[config.mk]
export PLATFORM = sky130hd
export DESIGN_NAME = booth_multiplier_controller
export DESIGN_NICKNAME = d
export VERILOG_FILES = /design/src/rtl/booth_multiplier_controller.sv
export SDC_FILE = /design/constraint.sdc
export NUM_CORES = 1
export LEC_CHECK = 0
export CAP_MARGIN = 10
export CORE_ASPECT_RATIO = 0.9
export CORE_MARGIN = 2
export CORE_UTILIZATION = 44
export CTS_CLUSTER_SIZE = 25
export DETAILED_ROUTE_END_ITERATION = 7
export HOLD_SLACK_MARGIN = 0.1
export PLACE_DENSITY = 0.69
export RECOVER_POWER = 50
export SLEW_MARGIN = 20
export SYNTH_ARGS = -nofsm -noshare
export SYNTH_HDL_FRONTEND = slang
export SYNTH_HIERARCHICAL = 1
export SYNTH_SLANG_ARGS = --single-unit
[constraint.sdc]
create_clock -name clk -period 2.2 [get_ports clk]
set_clock_uncertainty 0.1 [all_clocks]
set_input_delay 0.66 -clock clk [delete_from_list [all_inputs] [get_ports clk]]
set_output_delay 0.66 -clock clk [all_outputs]
set_load 0.01 [all_outputs]
[src/rtl/booth_multiplier_controller.sv]
// Sequential radix-2 Booth signed multiplier. One shared adder/subtracter is used
// for every add/subtract step; each step takes one OP cycle and one SHIFT cycle.
module binary_adder_subtracter_module #(
  parameter int width = 4
) (
  input  logic [width-1:0] a,
  input  logic [width-1:0] b,
  input  logic             s,
  output logic [width-1:0] sum,
  output logic             v
);
  logic [width-1:0] b_eff;
  logic [width-1:0] cin;

  assign b_eff = b ^ {width{s}};
  assign cin   = {{(width-1){1'b0}}, s};
  assign sum   = a + b_eff + cin;
  // Signed overflow: operands agree in sign but the result does not.
  assign v     = (a[width-1] == b_eff[width-1]) && (sum[width-1] != a[width-1]);
endmodule

module booth_multiplier_controller #(
  parameter int width = 4
) (
  input  logic                 clk,
  input  logic                 rst,
  input  logic                 start,
  input  logic [width-1:0]     multiplicand,
  input  logic [width-1:0]     multiplier,
  output logic                 busy,
  output logic                 done,
  output logic [2*width-1:0]   product
);
  localparam int CW = $clog2(width) + 1;

  typedef enum logic [1:0] {IDLE, OP, SHIFT, DONE} state_t;

  state_t           state_q;
  logic [width-1:0] a_q;
  logic [width-1:0] q_q;
  logic [width-1:0] m_q;
  logic             q1_q;
  logic             sgn_q;
  logic [CW-1:0]    count_q;

  logic             sub;
  logic [width-1:0] sum;
  logic             v;

  assign sub = q_q[0] & ~q1_q;

  binary_adder_subtracter_module #(.width(width)) u_addsub (
    .a   (a_q),
    .b   (m_q),
    .s   (sub),
    .sum (sum),
    .v   (v)
  );

  always_ff @(posedge clk or posedge rst) begin
    if (rst) begin
      state_q <= IDLE;
      a_q     <= '0;
      q_q     <= '0;
      m_q     <= '0;
      q1_q    <= 1'b0;
      sgn_q   <= 1'b0;
      count_q <= '0;
      product <= '0;
      busy    <= 1'b0;
      done    <= 1'b0;
    end else begin
      case (state_q)
        IDLE: begin
          busy <= 1'b0;
          done <= 1'b0;
          if (start) begin
            m_q     <= multiplicand;
            q_q     <= multiplier;
            a_q     <= '0;
            q1_q    <= 1'b0;
            count_q <= CW'(width);
            busy    <= 1'b1;
            state_q <= OP;
          end
        end
        OP: begin
          if (q_q[0] ^ q1_q) begin
            a_q   <= sum;
            sgn_q <= sum[width-1] ^ v;
          end else begin
            sgn_q <= a_q[width-1];
          end
          state_q <= SHIFT;
        end
        SHIFT: begin
          a_q     <= {sgn_q, a_q[width-1:1]};
          q_q     <= {a_q[0], q_q[width-1:1]};
          q1_q    <= q_q[0];
          count_q <= count_q - CW'(1);
          // Product is captured from the shifted value so it is valid alongside done.
          if (count_q == CW'(1)) begin
            product <= {sgn_q, a_q, q_q[width-1:1]};
            done    <= 1'b1;
            state_q <= DONE;
          end else begin
            state_q <= OP;
          end
        end
        DONE: begin
          done    <= 1'b0;
          busy    <= 1'b0;
          state_q <= IDLE;
        end
        default: state_q <= IDLE;
      endcase
    end
  end
endmodule

# Yosys cells after proc, flatten, opt, wreduce, memory -nomap -nowiden
# Index checks and enable logic that the tools add are counted.
[op_classes]
add_sub_neg = 3
mul = 0
div = 0
n_lt_le_gt_ge = 0
n_eq_ne = 9
shift = 0
muxes = 17
n_bitwise = 5
n_reduce_logical = 12
[ops]
columns = ["op", "count"]
rows = [
  ["$mux W4", 3],
  ["$pmux W4 S3", 1],
  ["$pmux W2 S4", 1],
  ["$pmux W4 S2", 1],
  ["$reduce_and A2 Y1", 4],
  ["$ne A2 B2 Y1 const B", 3],
  ["$pmux W1 S2", 3],
  ["$pmux W3 S2", 1],
  ["$reduce_bool A2 Y1", 3],
  ["$add A4 B1 Y4", 1],
  ["$add A4 B4 Y4", 1],
  ["$eq A2 B2 Y1 const B", 2],
  ["$mux W1", 4],
  ["$mux W2", 2],
  ["$xor A4 B4 Y4", 1],
  ["$eq A3 B1 Y1 const B", 1],
  ["$mux W3", 1],
  ["$reduce_and A3 Y1", 1],
  ["$reduce_bool A3 Y1", 1],
  ["$sub A3 B1 Y3 const B", 1],
  ["$eq A2 B1 Y1 const B", 1],
  ["$logic_not A2 Y1", 1],
  ["$reduce_or A2 Y1", 1],
  ["$xor A1 B1 Y1", 2],
  ["5 further kinds", 5],
]
[totals]
regBits = 29
latchBits = 0
mem_bits_rw = 0
rom_bits = 0
in_bits = 11
output_inout_bits = 10
word_cells = 56
memories = 0

# Logic depth before layout (Yosys ltp)
[logic_depth]
word_depth = 9
ltp_mapped = 10
depth_no_buf = 10

# Hierarchy
# The synthesis kept the hierarchy.
[by_module_without_submodules]
columns = ["mod", "n_inst", "cells_per_inst", "area_per_inst_um2", "seq_area_each_um2"]
rows = [
  ["booth_multiplier_controller", 1, 121, 1423.9, 725.7],
  ["binary_adder_subtracter_module", 1, 16, 157.7, 0.0],
]

# Least setup slack after synthesis
# OpenSTA, ideal clock, no wires.
[synth_timing]
path_kind = "flip-flop to flip-flop"
from = "register q_q[0]"
to = "register sgn_q"
setup_time_ps = 125
t_arrival_ps = 2155
t_required_ps = 1975
setup_slack_ps = -180
stages_incl_launch_ff = 10
n_path_buf = 0
synth_period_minus_slack_ps = 2380
cell_sequence = "dfrtp_1 ha_1 xor2_1 ha_1 a21o_1 a31o_1 xnor2_1 xnor2_1 o21ai_0 mux2_2"
[synth_via]
elab_chain_len = 8
word_cells_on_any_way = 10
cone_classes = "add/sub: 2; eq/ne: 2; mux: 1; bitwise: 4; reduce/logical: 1"
[synth_lines]
columns = ["element", "line", "rtl"]
rows = [
  ["start: declaration", "40", "logic [width-1:0] q_q;"],
  ["start signal: assignment", "79", "q_q <= multiplier;"],
  ["start signal: assignment", "98", "q_q <= {a_q[0], q_q[width-1:1]};"],
  ["$and A1 B1 Y1 (*)", "50", "assign sub = q_q[0] & ~q1_q;"],
  ["via sub", "46", "logic sub;"],
  ["$xor A4 B4 Y4", "15", "assign b_eff = b ^ {width{s}};"],
  ["$add A4 B4 Y4", "17", "assign sum = a + b_eff + cin;"],
  ["$add A4 B1 Y4 (*)", "17", ""],
  ["via sum[3]", "47", "logic [width-1:0] sum;"],
  ["$ne A1 B1 Y1", "19", "assign v = (a[width-1] == b_eff[width-1]) && (sum[width-1] != a[width-1]);"],
  ["$logic_and A1 B1 Y1", "19", ""],
  ["$xor A1 B1 Y1 (*)", "90", "sgn_q <= sum[width-1] ^ v;"],
  ["$mux W1 (*)", "88", "if (q_q[0] ^ q1_q) begin"],
  ["end signal: assignment", "90", ""],
  ["end signal: assignment", "92", "sgn_q <= a_q[width-1];"],
  ["end: declaration", "43", "logic sgn_q;"],
]
# The timed path passes the listed nets; every way through them passes the cells marked *.
# A chain may end at the register's enable or synchronous reset.

# Worst setup path in the final report
[layout_timing]
from = "register q_q[0]"
to = "register sgn_q"
[layout_via]
elab_chain_len = 8
word_cells_on_any_way = 10
cone_classes = "add/sub: 2; eq/ne: 2; mux: 1; bitwise: 4; reduce/logical: 1"
[layout_lines]
columns = ["element", "line", "rtl"]
rows = [
  ["$and A1 B1 Y1 (*)", "50", ""],
  ["via sub", "46", ""],
  ["$xor A4 B4 Y4", "15", ""],
  ["$add A4 B4 Y4", "17", ""],
  ["$add A4 B1 Y4", "17", ""],
  ["$ne A1 B1 Y1", "19", ""],
  ["$logic_and A1 B1 Y1 (*)", "19", ""],
  ["via v", "48", "logic v;"],
  ["$xor A1 B1 Y1 (*)", "90", ""],
  ["$mux W1 (*)", "88", ""],
]
# Marks and branches as above.

==> results.cfg <==
[layout]
insertedDiodeCount = 0
design_area_mm2 = 0.00203
fin_util = 0.596
drive_gt1_frac = 0.257
final_nets = 194
syn_to_final_growth_pct = 28.3

[critical_path]
critPathKind = flop to flop
cp_data_required_time_ps = 2260
critical_path.slowest_cell = dfrtp_1
crit_chain = ha_4 -> xor2_2 -> ha_1 -> a21o_1 -> a31o_1 -> mux2i_1 -> xnor2_1 -> o21ai_1 -> mux2_4
r2r-start = q_q[0]$_DFFE_PP0P_
max_stage_delay_ps = 400
r2r_slack_ps = -140
critPathMaxFanout = 3
end_kind = flop
crit_path_start_kind = flop
rr_endpoint = sgn_q$_DFFE_PP0N_
arrival_ps = 2400
r2r_cells = 9

[logic_synthesis]
netlist_instances = 137
syn_avg_cell_area_um2 = 11.5
synth.distinct_cells = 33
synth_seq_cells = 29
yosysWarningCount = 6
synthesis.nets = 160
syn_area_mm2 = 0.00158
seq_area_frac_synth = 0.459

[detailed_routing]
firstDrtPassIters = 4
post_drt_wl_per_cell_um = 14.4
finalWirelength_um = 3090
vias = 1120
viasPerCell = 5.21
drtIter0Drc = 50
postRouteAntennaNets = 0
route.detailed.drc = 0

[clocking]
clk_pin_slew_worst_paths_ps = 60
cts-root-buf = clkbuf_8
clk_path_buf_depth = 2
postCtsHoldBufs = 0
cts_made_buffers = 5
cts_sinks = 29
htreeDepth = 2
worstSkewPairLatency_ps = 280
cts_tree = built

[timing]
maxSlewHeadroom = 0.519
period_share = 1.06
fin_crit_ps = 2340
hold_viol = 0
setup_violations = 4
fmax_ghz = 0.427
setup_slack_ps = -142
worst_slew_pin_slew_ps = 721
rsz0062_at_grt = yes
final_max_slew_viol_count = 0

[hold_path]
hold_path_end = busy$_DFFE_PP0P_
hold_start = busy$_DFFE_PP0P_
hold_depth = 2
hp-class = flop to flop

[global_route]
grt_max_degree = 30
grt_antenna_before_repair = 0
overflow = 0
grt_pass1_wl_um = 5210
grt_usage = 0.183
grt_pass1_vias = 1134

[power]
pwr_density_cell_mw_per_mm2 = 1550
leakage_nw = 0.941
worst_ir_drop_vdd_v = 0.000789

[run_status]
violations = negative setup slack
status = complete, but fails checks

[place]
dp_slack_ps = -116
gp_congestion = 0.847
place_area_mm2 = 0.00189
dp_hpwl_um = 2150
port_buffers = 20

[die]
rows = 20
die_x_um = 67.2
ios = 21
die_area_mm2 = 0.00409
core_area_mm2 = 0.00340
initial_core_util = 0.465
dieHeight_um = 60.9

[run]
max_cap_violations = 0
-- power by group --
group / leakage (nW) / total [mW] / internal (mW) / switching (mW)
clock network: 0.0443 / 0.437 / 0.247 / 0.190
registers: 0.376 / 0.933 / 0.742 / 0.191
logic: 0.521 / 1.77 / 0.963 / 0.812
-- Yosys cell counts, drive strengths merged --
| master | instances | area, um^2 |
|---|---|---|
| and2b | 1 | 7.51 |
| ha | 11 | 138 |
| or2 | 1 | 6.26 |
| a21oi | 6 | 30.0 |
| a22oi | 4 | 30.0 |
| o21ai | 4 | 20.0 |
| fa | 1 | 20.0 |
| nand3 | 4 | 20.0 |
| buf | 2 | 12.5 |
| nor2b | 2 | 12.5 |
| a31oi | 1 | 6.26 |
| xor2 | 5 | 43.8 |
| clkbuf | 1 | 3.75 |
| xnor2 | 3 | 26.3 |
| o22ai | 1 | 6.26 |
| inv | 8 | 30.0 |
| and4b | 1 | 10.0 |
| nor2 | 7 | 26.3 |
| dfrtp | 29 | 726 |
| mux2 | 18 | 206 |
| a31o | 1 | 8.76 |
| a221oi | 1 | 26.3 |
| mux2i | 3 | 33.8 |
| nand2b | 5 | 31.3 |
| a21o | 1 | 7.51 |
| o31ai | 1 | 7.51 |
| nor3b | 1 | 7.51 |
| a221o | 4 | 40.0 |
| nand2 | 10 | 37.5 |
-- how the worst max path moves through the flow --
stage                                  start           endpoint
after floorplan           q_q[0]$_DFFE_PP0P_  sgn_q$_DFFE_PP0N_
after detailed placement    q1_q$_DFFE_PP0P_  sgn_q$_DFFE_PP0N_
after CTS                 q_q[0]$_DFFE_PP0P_  sgn_q$_DFFE_PP0N_
final                     q_q[0]$_DFFE_PP0P_  sgn_q$_DFFE_PP0N_
after global placement    q_q[0]$_DFFE_PP0P_  sgn_q$_DFFE_PP0N_
after global routing        q1_q$_DFFE_PP0P_  sgn_q$_DFFE_PP0N_
-- layout by cell type (no fill, tap or decap), drive strengths merged, types with 5 or more instances in the layout --
master         Yosys  layout
clkbuf             1       9
nand2b             5       5
dfrtp             29      29
clkdlybuf4s50      0      18
nor2               7       7
nand2             10      10
buf                2       8
xor2               5       5
a21oi              6       6
mux2              18      18
inv                8       8
ha                11      11
-- state kept, by name (all words and copies together) (netlist names) --
signal,count
done,1
product,8
busy,1
m_q,4
count_q,3
q1_q,1
a_q,4
state_q,2
sgn_q,1
q_q,4
-- kinds of logic after synthesis --
kind of cell    after synthesis  share of synthesized area
compound gates               24                      0.116
fa+ha+maj                    12                     0.0997
simple gates                 32                      0.100
mux                          21                      0.152
xor+xnor                      8                     0.0443
flops                        29                      0.459
buf+inv                      11                     0.0293
-- cell type report --
type | instances | area, um^2
Sequential cell | 29 | 726
Inverter | 8 | 30.0
Clock buffer | 7 | 86.3
Timing Repair Buffer | 30 | 269
Fill cell | 293 | 1370
Multi-Input combinational cell | 97 | 863
Tap cell | 44 | 55.1
-- metrics by stage --
| stage | hold slack (ps) | std cells | TNS (ps) | power, mW |
|---|---|---|---|---|
| 6_report | 396 | 215 | -364 | 3.15 |
| 5_1_grt | 418 | 215 | -816 | 3.41 |
| 4_1_cts | 398 | 215 | -289 | 3.09 |
| 3_5_place_dp | 368 | 205 | -204 | 2.51 |
| 3_3_place_gp | 364 | 205 | -148 | 2.46 |
| 2_1_floorplan | 350 | 137 | -95.9 | 2.07 |
-- routing by layer --
metal | wire, um | vias to the layer above | track usage | share of wire
met5 | 0 | - | 0 | 0
met4 | 65 | 0 | 0.0875 | 0.021
met3 | 94 | 5 | 0.0557 | 0.030
met2 | 1500 | 13 | 0.296 | 0.49
met1 | 1420 | 558 | 0.227 | 0.46
li1 | - | 544 | - | -
-- critical path: cells and delay by family (launching register included) --
| family | cells | cell delay (ps) |
|---|---|---|
| DFF | 1 | 400 |
| muxes | 2 | 450 |
| xor gates and xnor gates | 2 | 310 |
| AOI/OAI and AO/OA | 3 | 470 |
| adders and majority gates | 2 | 510 |
-- what timing repair did --
item | CTS | global route
gates resized for setup | 5 | 4
endpoints found under the setup margin | 2 | 4
buffers inserted | 3 | 0
hold endpoints to repair | 0 | 0
pin swaps | 5 | 2
cloned | 0 | 0
No activity file was read; power rests on OpenSTA's default activity.
